### src/rtl/ccip_if_pkg.sv
// CCI-P c1 (write) channel types used by the DMA write engine.
package ccip_if_pkg;

  localparam int unsigned CCIP_CLADDR_WIDTH = 42;
  localparam int unsigned CCIP_CLDATA_WIDTH = 512;
  localparam int unsigned CCIP_MDATA_WIDTH  = 16;

  typedef logic [CCIP_CLADDR_WIDTH-1:0] t_ccip_clAddr;
  typedef logic [CCIP_CLDATA_WIDTH-1:0] t_ccip_clData;
  typedef logic [CCIP_MDATA_WIDTH-1:0]  t_ccip_mdata;

  typedef enum logic [1:0] {
    eVC_VA  = 2'h0,
    eVC_VL0 = 2'h1,
    eVC_VH0 = 2'h2,
    eVC_VH1 = 2'h3
  } t_ccip_vc;

  typedef enum logic [1:0] {
    eCL_LEN_1 = 2'b00,
    eCL_LEN_2 = 2'b01,
    eCL_LEN_4 = 2'b11
  } t_ccip_clLen;

  typedef enum logic [3:0] {
    eREQ_WRLINE_I = 4'h0,
    eREQ_WRLINE_M = 4'h1,
    eREQ_WRPUSH_I = 4'h2,
    eREQ_WRFENCE  = 4'h4,
    eREQ_INTR     = 4'h6
  } t_ccip_c1_req;

  typedef enum logic [3:0] {
    eRSP_WRLINE  = 4'h1,
    eRSP_WRFENCE = 4'h4,
    eRSP_INTR    = 4'h6
  } t_ccip_c1_rsp;

  // Write/fence request header
  typedef struct packed {
    logic [5:0]   rsvd2;
    t_ccip_vc     vc_sel;
    logic         sop;
    logic         rsvd1;
    t_ccip_clLen  cl_len;
    t_ccip_c1_req req_type;
    logic [5:0]   rsvd0;
    t_ccip_clAddr address;
    t_ccip_mdata  mdata;
  } t_ccip_c1_ReqMemHdr;

  // Write/fence response header
  typedef struct packed {
    t_ccip_vc     vc_used;
    logic         rsvd1;
    logic         hit_miss;
    logic         format;
    logic         rsvd0;
    logic [1:0]   cl_num;
    t_ccip_c1_rsp resp_type;
    t_ccip_mdata  mdata;
  } t_ccip_c1_RspMemHdr;

  typedef struct packed {
    t_ccip_c1_ReqMemHdr hdr;
    t_ccip_clData       data;
    logic               valid;
  } t_if_ccip_c1_Tx;

  typedef struct packed {
    t_ccip_c1_RspMemHdr hdr;
    logic               rspValid;
  } t_if_ccip_c1_Rx;

endpackage

### src/rtl/dma_write_engine.sv
// Streams a contiguous run of cache lines to host memory over CCI-P c1,
// counts write completions, optionally fences, then pulses done.
module dma_write_engine
  import ccip_if_pkg::*;
#(
  parameter bit         USE_FENCE = 1'b1,
  parameter logic [7:0] MDATA_TAG = 8'h00
) (
  input  logic           clk,
  input  logic           reset_n,
  input  t_ccip_clAddr   dst_addr,
  input  logic [31:0]    dst_ncl,
  input  logic           start,
  input  logic [511:0]   in_data,
  input  logic           in_valid,
  output logic           in_ready,
  input  t_if_ccip_c1_Rx c1rx,
  input  logic           c1TxAlmFull,
  output t_if_ccip_c1_Tx c1tx,
  output logic           busy,
  output logic           done,
  output logic           err
);

  localparam int unsigned NCL_W   = 32;
  localparam int unsigned ADDR_W  = CCIP_CLADDR_WIDTH;
  localparam int unsigned MDATA_W = CCIP_MDATA_WIDTH;
  localparam int unsigned TAG_W   = 8;

  typedef enum logic [2:0] {
    S_IDLE,
    S_RUN,
    S_WAIT_RSP,
    S_FENCE,
    S_WAIT_FENCE,
    S_FINISH
  } state_e;

  state_e           state_q, state_d;
  t_ccip_clAddr     addr_q, addr_d;
  logic [NCL_W-1:0] ncl_q, ncl_d;
  logic [NCL_W-1:0] req_idx_q, req_idx_d;
  logic [NCL_W-1:0] rsp_idx_q, rsp_idx_d;
  t_if_ccip_c1_Tx   c1tx_q, c1tx_d;
  logic             busy_q, busy_d;
  logic             done_q, done_d;
  logic             err_q, err_d;

  logic             rsp_match;
  logic             wr_rsp;
  logic             fence_rsp;
  logic             count_en;
  logic             accept;
  logic             unused_rx;

  // Response decode: only our own tag is of interest
  always_comb begin
    rsp_match = c1rx.rspValid && (c1rx.hdr.mdata[TAG_W-1:0] == MDATA_TAG);
    wr_rsp    = rsp_match && (c1rx.hdr.resp_type == eRSP_WRLINE);
    fence_rsp = rsp_match && (c1rx.hdr.resp_type == eRSP_WRFENCE);
  end

  assign unused_rx = ^{c1rx.hdr.vc_used, c1rx.hdr.rsvd1, c1rx.hdr.hit_miss,
                       c1rx.hdr.format, c1rx.hdr.rsvd0, c1rx.hdr.cl_num,
                       c1rx.hdr.mdata[MDATA_W-1:TAG_W]};

  // Payload handshake is combinational so a beat is taken in the cycle it is offered
  assign in_ready = (state_q == S_RUN) && !c1TxAlmFull && (req_idx_q != ncl_q);
  assign accept   = in_valid && in_ready;

  // Next-state, request build and completion counting
  always_comb begin
    state_d   = state_q;
    addr_d    = addr_q;
    ncl_d     = ncl_q;
    req_idx_d = req_idx_q;
    rsp_idx_d = rsp_idx_q;
    err_d     = err_q;
    c1tx_d    = '0;
    count_en  = 1'b0;

    unique case (state_q)
      S_IDLE: begin
        if (start) begin
          addr_d    = dst_addr;
          ncl_d     = dst_ncl;
          req_idx_d = '0;
          rsp_idx_d = '0;
          err_d     = 1'b0;
          state_d   = S_RUN;
        end
      end
      S_RUN: begin
        count_en = 1'b1;
        if (accept) begin
          c1tx_d.valid        = 1'b1;
          c1tx_d.hdr.req_type = eREQ_WRLINE_I;
          c1tx_d.hdr.vc_sel   = eVC_VA;
          c1tx_d.hdr.cl_len   = eCL_LEN_1;
          c1tx_d.hdr.sop      = 1'b1;
          c1tx_d.hdr.address  = addr_q + ADDR_W'(req_idx_q);
          c1tx_d.hdr.mdata    = MDATA_W'(MDATA_TAG);
          c1tx_d.data         = in_data;
          req_idx_d           = req_idx_q + NCL_W'(1);
        end
        if (req_idx_q == ncl_q) begin
          state_d = S_WAIT_RSP;
        end
      end
      S_WAIT_RSP: begin
        count_en = 1'b1;
        if (rsp_idx_q == ncl_q) begin
          state_d = USE_FENCE ? S_FENCE : S_FINISH;
        end
      end
      S_FENCE: begin
        count_en = 1'b1;
        if (!c1TxAlmFull) begin
          c1tx_d.valid        = 1'b1;
          c1tx_d.hdr.req_type = eREQ_WRFENCE;
          c1tx_d.hdr.vc_sel   = eVC_VA;
          c1tx_d.hdr.mdata    = MDATA_W'(MDATA_TAG);
          state_d             = S_WAIT_FENCE;
        end
      end
      S_WAIT_FENCE: begin
        count_en = 1'b1;
        if (fence_rsp) begin
          state_d = S_FINISH;
        end
      end
      S_FINISH: begin
        state_d = S_IDLE;
      end
      default: begin
        state_d = S_IDLE;
      end
    endcase

    // A completion beyond the expected count is an error, the counter saturates
    if (count_en && wr_rsp) begin
      if (rsp_idx_q == ncl_q) begin
        err_d = 1'b1;
      end else begin
        rsp_idx_d = rsp_idx_q + NCL_W'(1);
      end
    end

    busy_d = (state_d != S_IDLE);
    done_d = (state_d == S_FINISH);
  end

  // State and output registers
  always_ff @(posedge clk or negedge reset_n) begin
    if (!reset_n) begin
      state_q   <= S_IDLE;
      addr_q    <= '0;
      ncl_q     <= '0;
      req_idx_q <= '0;
      rsp_idx_q <= '0;
      c1tx_q    <= '0;
      busy_q    <= 1'b0;
      done_q    <= 1'b0;
      err_q     <= 1'b0;
    end else begin
      state_q   <= state_d;
      addr_q    <= addr_d;
      ncl_q     <= ncl_d;
      req_idx_q <= req_idx_d;
      rsp_idx_q <= rsp_idx_d;
      c1tx_q    <= c1tx_d;
      busy_q    <= busy_d;
      done_q    <= done_d;
      err_q     <= err_d;
    end
  end

  assign c1tx = c1tx_q;
  assign busy = busy_q;
  assign done = done_q;
  assign err  = err_q;

endmodule

### config.mk
export PLATFORM = sky130hd
export DESIGN_NAME = dma_write_engine
export DESIGN_NICKNAME = d
export VERILOG_FILES = /design/src/rtl/ccip_if_pkg.sv /design/src/rtl/dma_write_engine.sv
export SDC_FILE = /design/constraint.sdc
export NUM_CORES = 1
export LEC_CHECK = 0
export ABC_AREA = 1
export BUFFER_PORTS_ARGS = -buffer_cell sky130_fd_sc_hd__buf_2
export CORE_AREA = 10 10 471 473
export DETAILED_ROUTE_END_ITERATION = 12
export DIE_AREA = 0 0 481 483
export SLEW_MARGIN = 20
export SYNTH_ARGS = -nofsm -noshare
export SYNTH_HDL_FRONTEND = slang
export SYNTH_SLANG_ARGS = --single-unit
### constraint.sdc
create_clock -name clk -period 4.8 [get_ports clk]
set_input_delay 0.72 -clock clk [delete_from_list [all_inputs] [get_ports clk]]
set_output_delay 0.72 -clock clk [all_outputs]
set_load 0.05 [all_outputs]
# Word-level counts from Yosys, hierarchy flattened
# Index checks and enable logic that the tools add are counted.
# word_totals
register_bits,722
# op_classes
add_sub_neg,3
eq_ne,12
muxes,29
n_reduce_logical,15
# op_table
operator,n
$mux 571,1
$mux 512,1
$mux 32,6
$add 32x1->32 const B,2
$eq 32x32->1,2
$pmux 32 s2,1
$add 42x32->42,1
$mux 42,1
$ne 32x32->1,1
$mux 3,6
$mux 16,1
$pmux 3 s5,1
$logic_not 8->1,1
$mux 1,8
$logic_and 1x1->1,7
$eq 3x2->1 const B,2
$eq 3x3->1 const B,2
$eq 4x1->1 const B,1
$eq 4x3->1 const B,1
$mux 4,1
$ne 2x2->1 const B,2
$reduce_or 4->1,1
$eq 3x1->1 const B,1
$logic_not 3->1,1
7 further kinds,7

# Depth between registers and ports, before layout
# logic_depth
ltp_word,6
mapped_depth,15
ltp_nobuf,15

# Worst setup path before layout
# Ideal clock, no wire load.
# synth_path
kind,in2reg
start,in c1rx[2] (netlist name)
end,reg rsp_idx_q[15]
t_arrival_ns,1.922
t_required_ns,4.683
path_slack_ns,2.761
path_stages,8
n_path_buf,1
path_cell_list,or2_1 -> nor2_1 -> nand3_1 -> nor3_4 -> inv_2 -> clkbuf_1 -> nand2_1 -> nand2_1
# synth_via
elab_chain_cells,5
# synth_lines
item,line_no,rtl
from (decl),dma_write_engine.sv:17,"input t_if_ccip_c1_Rx c1rx,"
$logic_not 8->1,dma_write_engine.sv:58,rsp_match = c1rx.rspValid && (c1rx.hdr.mdata[TAG_W-1:0] == MDATA_TAG);
$logic_and 1x1->1,dma_write_engine.sv:58,
$logic_and 1x1->1,dma_write_engine.sv:59,wr_rsp = rsp_match && (c1rx.hdr.resp_type == eRSP_WRLINE);
$logic_and 1x1->1,dma_write_engine.sv:141,if (count_en && wr_rsp) begin
$mux 32,dma_write_engine.sv:141,
named net rsp_idx_d[15],dma_write_engine.sv:43,"logic [NCL_W-1:0] rsp_idx_q, rsp_idx_d;"
to (signal assigned),dma_write_engine.sv:170,rsp_idx_q <= rsp_idx_d;
to (decl),dma_write_engine.sv:43,
# The timed path passes the listed nets, and every way through them passes these cells.
# A chain may end at the register's enable or synchronous reset.

# Worst setup path after layout
# layout_path
start,reg req_idx_q[1]
end,out in_ready
# layout_via
elab_chain_cells,2
# layout_lines
item,line_no,rtl
from (decl),dma_write_engine.sv:42,"logic [NCL_W-1:0] req_idx_q, req_idx_d;"
from (signal assigned),dma_write_engine.sv:169,req_idx_q <= req_idx_d;
$ne 32x32->1,dma_write_engine.sv:68,assign in_ready = (state_q == S_RUN) && !c1TxAlmFull && (req_idx_q != ncl_q);
$logic_and 1x1->1,dma_write_engine.sv:68,
to (decl),dma_write_engine.sv:16,"output logic in_ready,"
# No other way between the ends.

==> results.json <==
{
  "cts_hold_buf": 0,
  "rr_startpoint": "req_idx_q[1]",
  "setup_viol": 0,
  "gp_congestion": 0.9206,
  "routed_wl_um": 203400,
  "power_leakage_nw": 24.92,
  "syn_area_mm2": 0.03042,
  "ys_ff_latch": 701,
  "crit_chain": "inv_2 > nand2_1 > nand2_1 > nand2_1 > nor2_1 > nand2_1 > nor2_1 > nand2_1 > nand2_1 > inv_1 > buf_2",
  "grt_first_pass_wirelength_um": 267900,
  "powerDensity_mw_per_mm2": 403.4,
  "ant_nets": 0,
  "crit_arrival_ns": 2.65,
  "htreeDepth": 3,
  "core_mm2": 0.2117,
  "remaining_drc_errors": 0,
  "design.portCount": 1217,
  "synth_cells": 3706,
  "ys_types": 34,
  "dieArea_mm2": 0.2323,
  "finalWorstSetupSlack_ns": 1.428,
  "post_cts_buffers": 0,
  "ir_drop_v": 0.0002649,
  "max_freq_ghz": 0.2965,
  "cp_common_cell": "nand2_1",
  "finalHoldViolations": 0,
  "synthArstFlopShare_pct": 100.0,
  "grt_antenna_before_repair": 198,
  "wl_per_cell_um": 26.01,
  "synth_ff_type": "dfrtp_1",
  "slowest_stage": "dfrtp_1",
  "mostFrequentLayoutCells": "buf_2, nand2_1, nor2_1",
  "cts.path.max_buffers": 3,
  "cp.required_ns": 4.08,
  "path_clk_slew_ns": 0.06,
  "cts_root_buffer": "clkbuf_16",
  "endpoint_kind": "output pin",
  "drive_gt1_share_pct": 27.81,
  "grt_pass1_vias": 29221,
  "place_ws_ns": 1.529,
  "ctsResizeCount": 0,
  "crit_family": "simple AND/OR/NAND/NOR gates",
  "worst_hold_path_type": "input pin to async pin",
  "crit_path_max_fanout": 6,
  "cap_violations": 0,
  "criticalPathCategory": "register to output pin",
  "initial_core_util_pct": 14.37,
  "port_buffers": 1164,
  "fin_nets": 5557,
  "startpoint_type": "register",
  "relSlewSlack_pct": 37.55,
  "rr_endpoint": "c1tx[117]",
  "reg2regPathDepth": 12,
  "drt_first_pass_iters": 5,
  "clock-sinks": 701,
  "post-route-util_pct": 20.15,
  "die_h_um": 483,
  "fin_crit_ns": 3.372,
  "period_share_pct": 70.25,
  "fp-row-count": 169,
  "hpwl_um": 177300,
  "ys_seq_area_share_pct": 57.66,
  "grt-ovfl-total": 0,
  "rrSetupSlack_ns": 1.55,
  "synth_edf_count": 0,
  "slew_viol_final": 0,
  "grt.total_usage_pct": 16.70,
  "outcome": "completed",
  "synth_warnings": 0,
  "critPathBufInv": 3,
  "tightestPinTransition_ns": 0.9367,
  "p_total_mw": 17.21,
  "skew_ns": 0.03244,
  "rsz0062_at_grt": "false",
  "numCtsBuffers": 85,
  "slowest_delay_ns": 0.48,
  "area_growth_pct": 40.21,
  "cts_tree": "yes",
  "grt_max_degree": 117,
  "mostFrequentLayoutCell": "buf_2",
  "vias_per_cell": 3.713,
  "syn_avg_cell_area_um2": 8.209,
  "dieWidth_um": 481,
  "drt-initial-drc-count": 1847,
  "vias": 29033,
  "clk_latency_ns": 0.71,
  "tns_ns": 0
}
## synth_stat cells, types with 24 or more instances
library cell | number | area (um2)
nand2_1 | 897 | 3367
nor2_1 | 779 | 2924
inv_1 | 746 | 2800
dfrtp_1 | 701 | 17540
nand3_1 | 125 | 625.6
xnor2_1 | 70 | 613.1
buf_2 | 64 | 320.3
buf_4 | 57 | 427.9
a21oi_1 | 46 | 230.2
nor3_1 | 35 | 175.2
ha_1 | 34 | 425.4
xor2_1 | 34 | 297.8
o21ai_0 | 28 | 140.1
nand4_1 | 26 | 162.7
clkbuf_1 | 24 | 90.09
## layout make-up
class / instances / area (um2)
Multi-Input combinational cell: 2139 / 9333
Fill cell: 23843 / 169000
Clock inverter: 45 / 564.3
Tap cell: 2821 / 3530
Clock buffer: 113 / 2404
Inverter: 753 / 2826
Sequential cell: 701 / 17540
Antenna cell: 25 / 62.56
Timing Repair Buffer: 1222 / 6396
## through the flow
stage	instance area [um2]	cells	hold slack, ns
6_report	42660	7819	0.09991
5_1_grt	42620	7805	0.1256
4_1_cts	42590	7794	0.06569
3_5_place_dp	39630	7636	0.4762
3_3_place_gp	39630	7636	0.4724
2_1_floorplan	30560	3741	0.4244
## kinds of logic (layout without fill, tap and decap cells)
kind of cell             Yosys count  after routing  share of synthesized area (%)
AND/OR/NAND/NOR                 1884           1884                          24.37
other                              1             61                        0.01233
AO/OA/AOI/OAI                     80             80                          1.365
adder cells (fa/ha/maj)           35             35                          1.464
flip-flops                       701            701                          57.66
buffers and inverters            901           2133                          12.13
XOR/XNOR                         104            104                          2.994
## sequential cells by signal, indices dropped and copies added, names as in the netlist
| register | count |
|---|---|
| rsp_idx_q | 32 |
| busy | 1 |
| c1tx | 557 |
| ncl_q | 32 |
| req_idx_q | 32 |
| err | 1 |
| addr_q | 42 |
| state_q | 3 |
| done | 1 |
## metal layers
layer  wire [um]  share of wire [%]  global-route usage (%)  up-vias
li1            -                  -                       -    13116
met1       81740                 40                   20.09    14002
met2      102000                 50                   30.11     1398
met3       13860                6.8                   3.902      447
met4        5360                2.6                   3.329       70
met5         431               0.21                       0        -
## power breakdown
part           total, mW  leakage (nW)  internal [mW]  switching [mW]
Combinational       3.47          14.1          0.924            2.55
Clock               6.86          1.44           4.00            2.86
Sequential          6.87          9.41           6.38           0.496
Total               17.2          24.9           11.3            5.90
## worst max-delay path by stage
stage	from	endpoint	slack, ns	cells after the start
after floorplan	c1rx[2]	rsp_idx_q[15]	2.76	8
after global placement	req_idx_q[1]	c1tx[328]	1.54	12
after detailed placement	req_idx_q[1]	c1tx[102]	1.53	12
after CTS	req_idx_q[1]	in_ready	1.34	11
after global routing	req_idx_q[17]	in_ready	1.28	10
final	req_idx_q[1]	in_ready	1.43	11
Power figures use the tool's default switching activity.
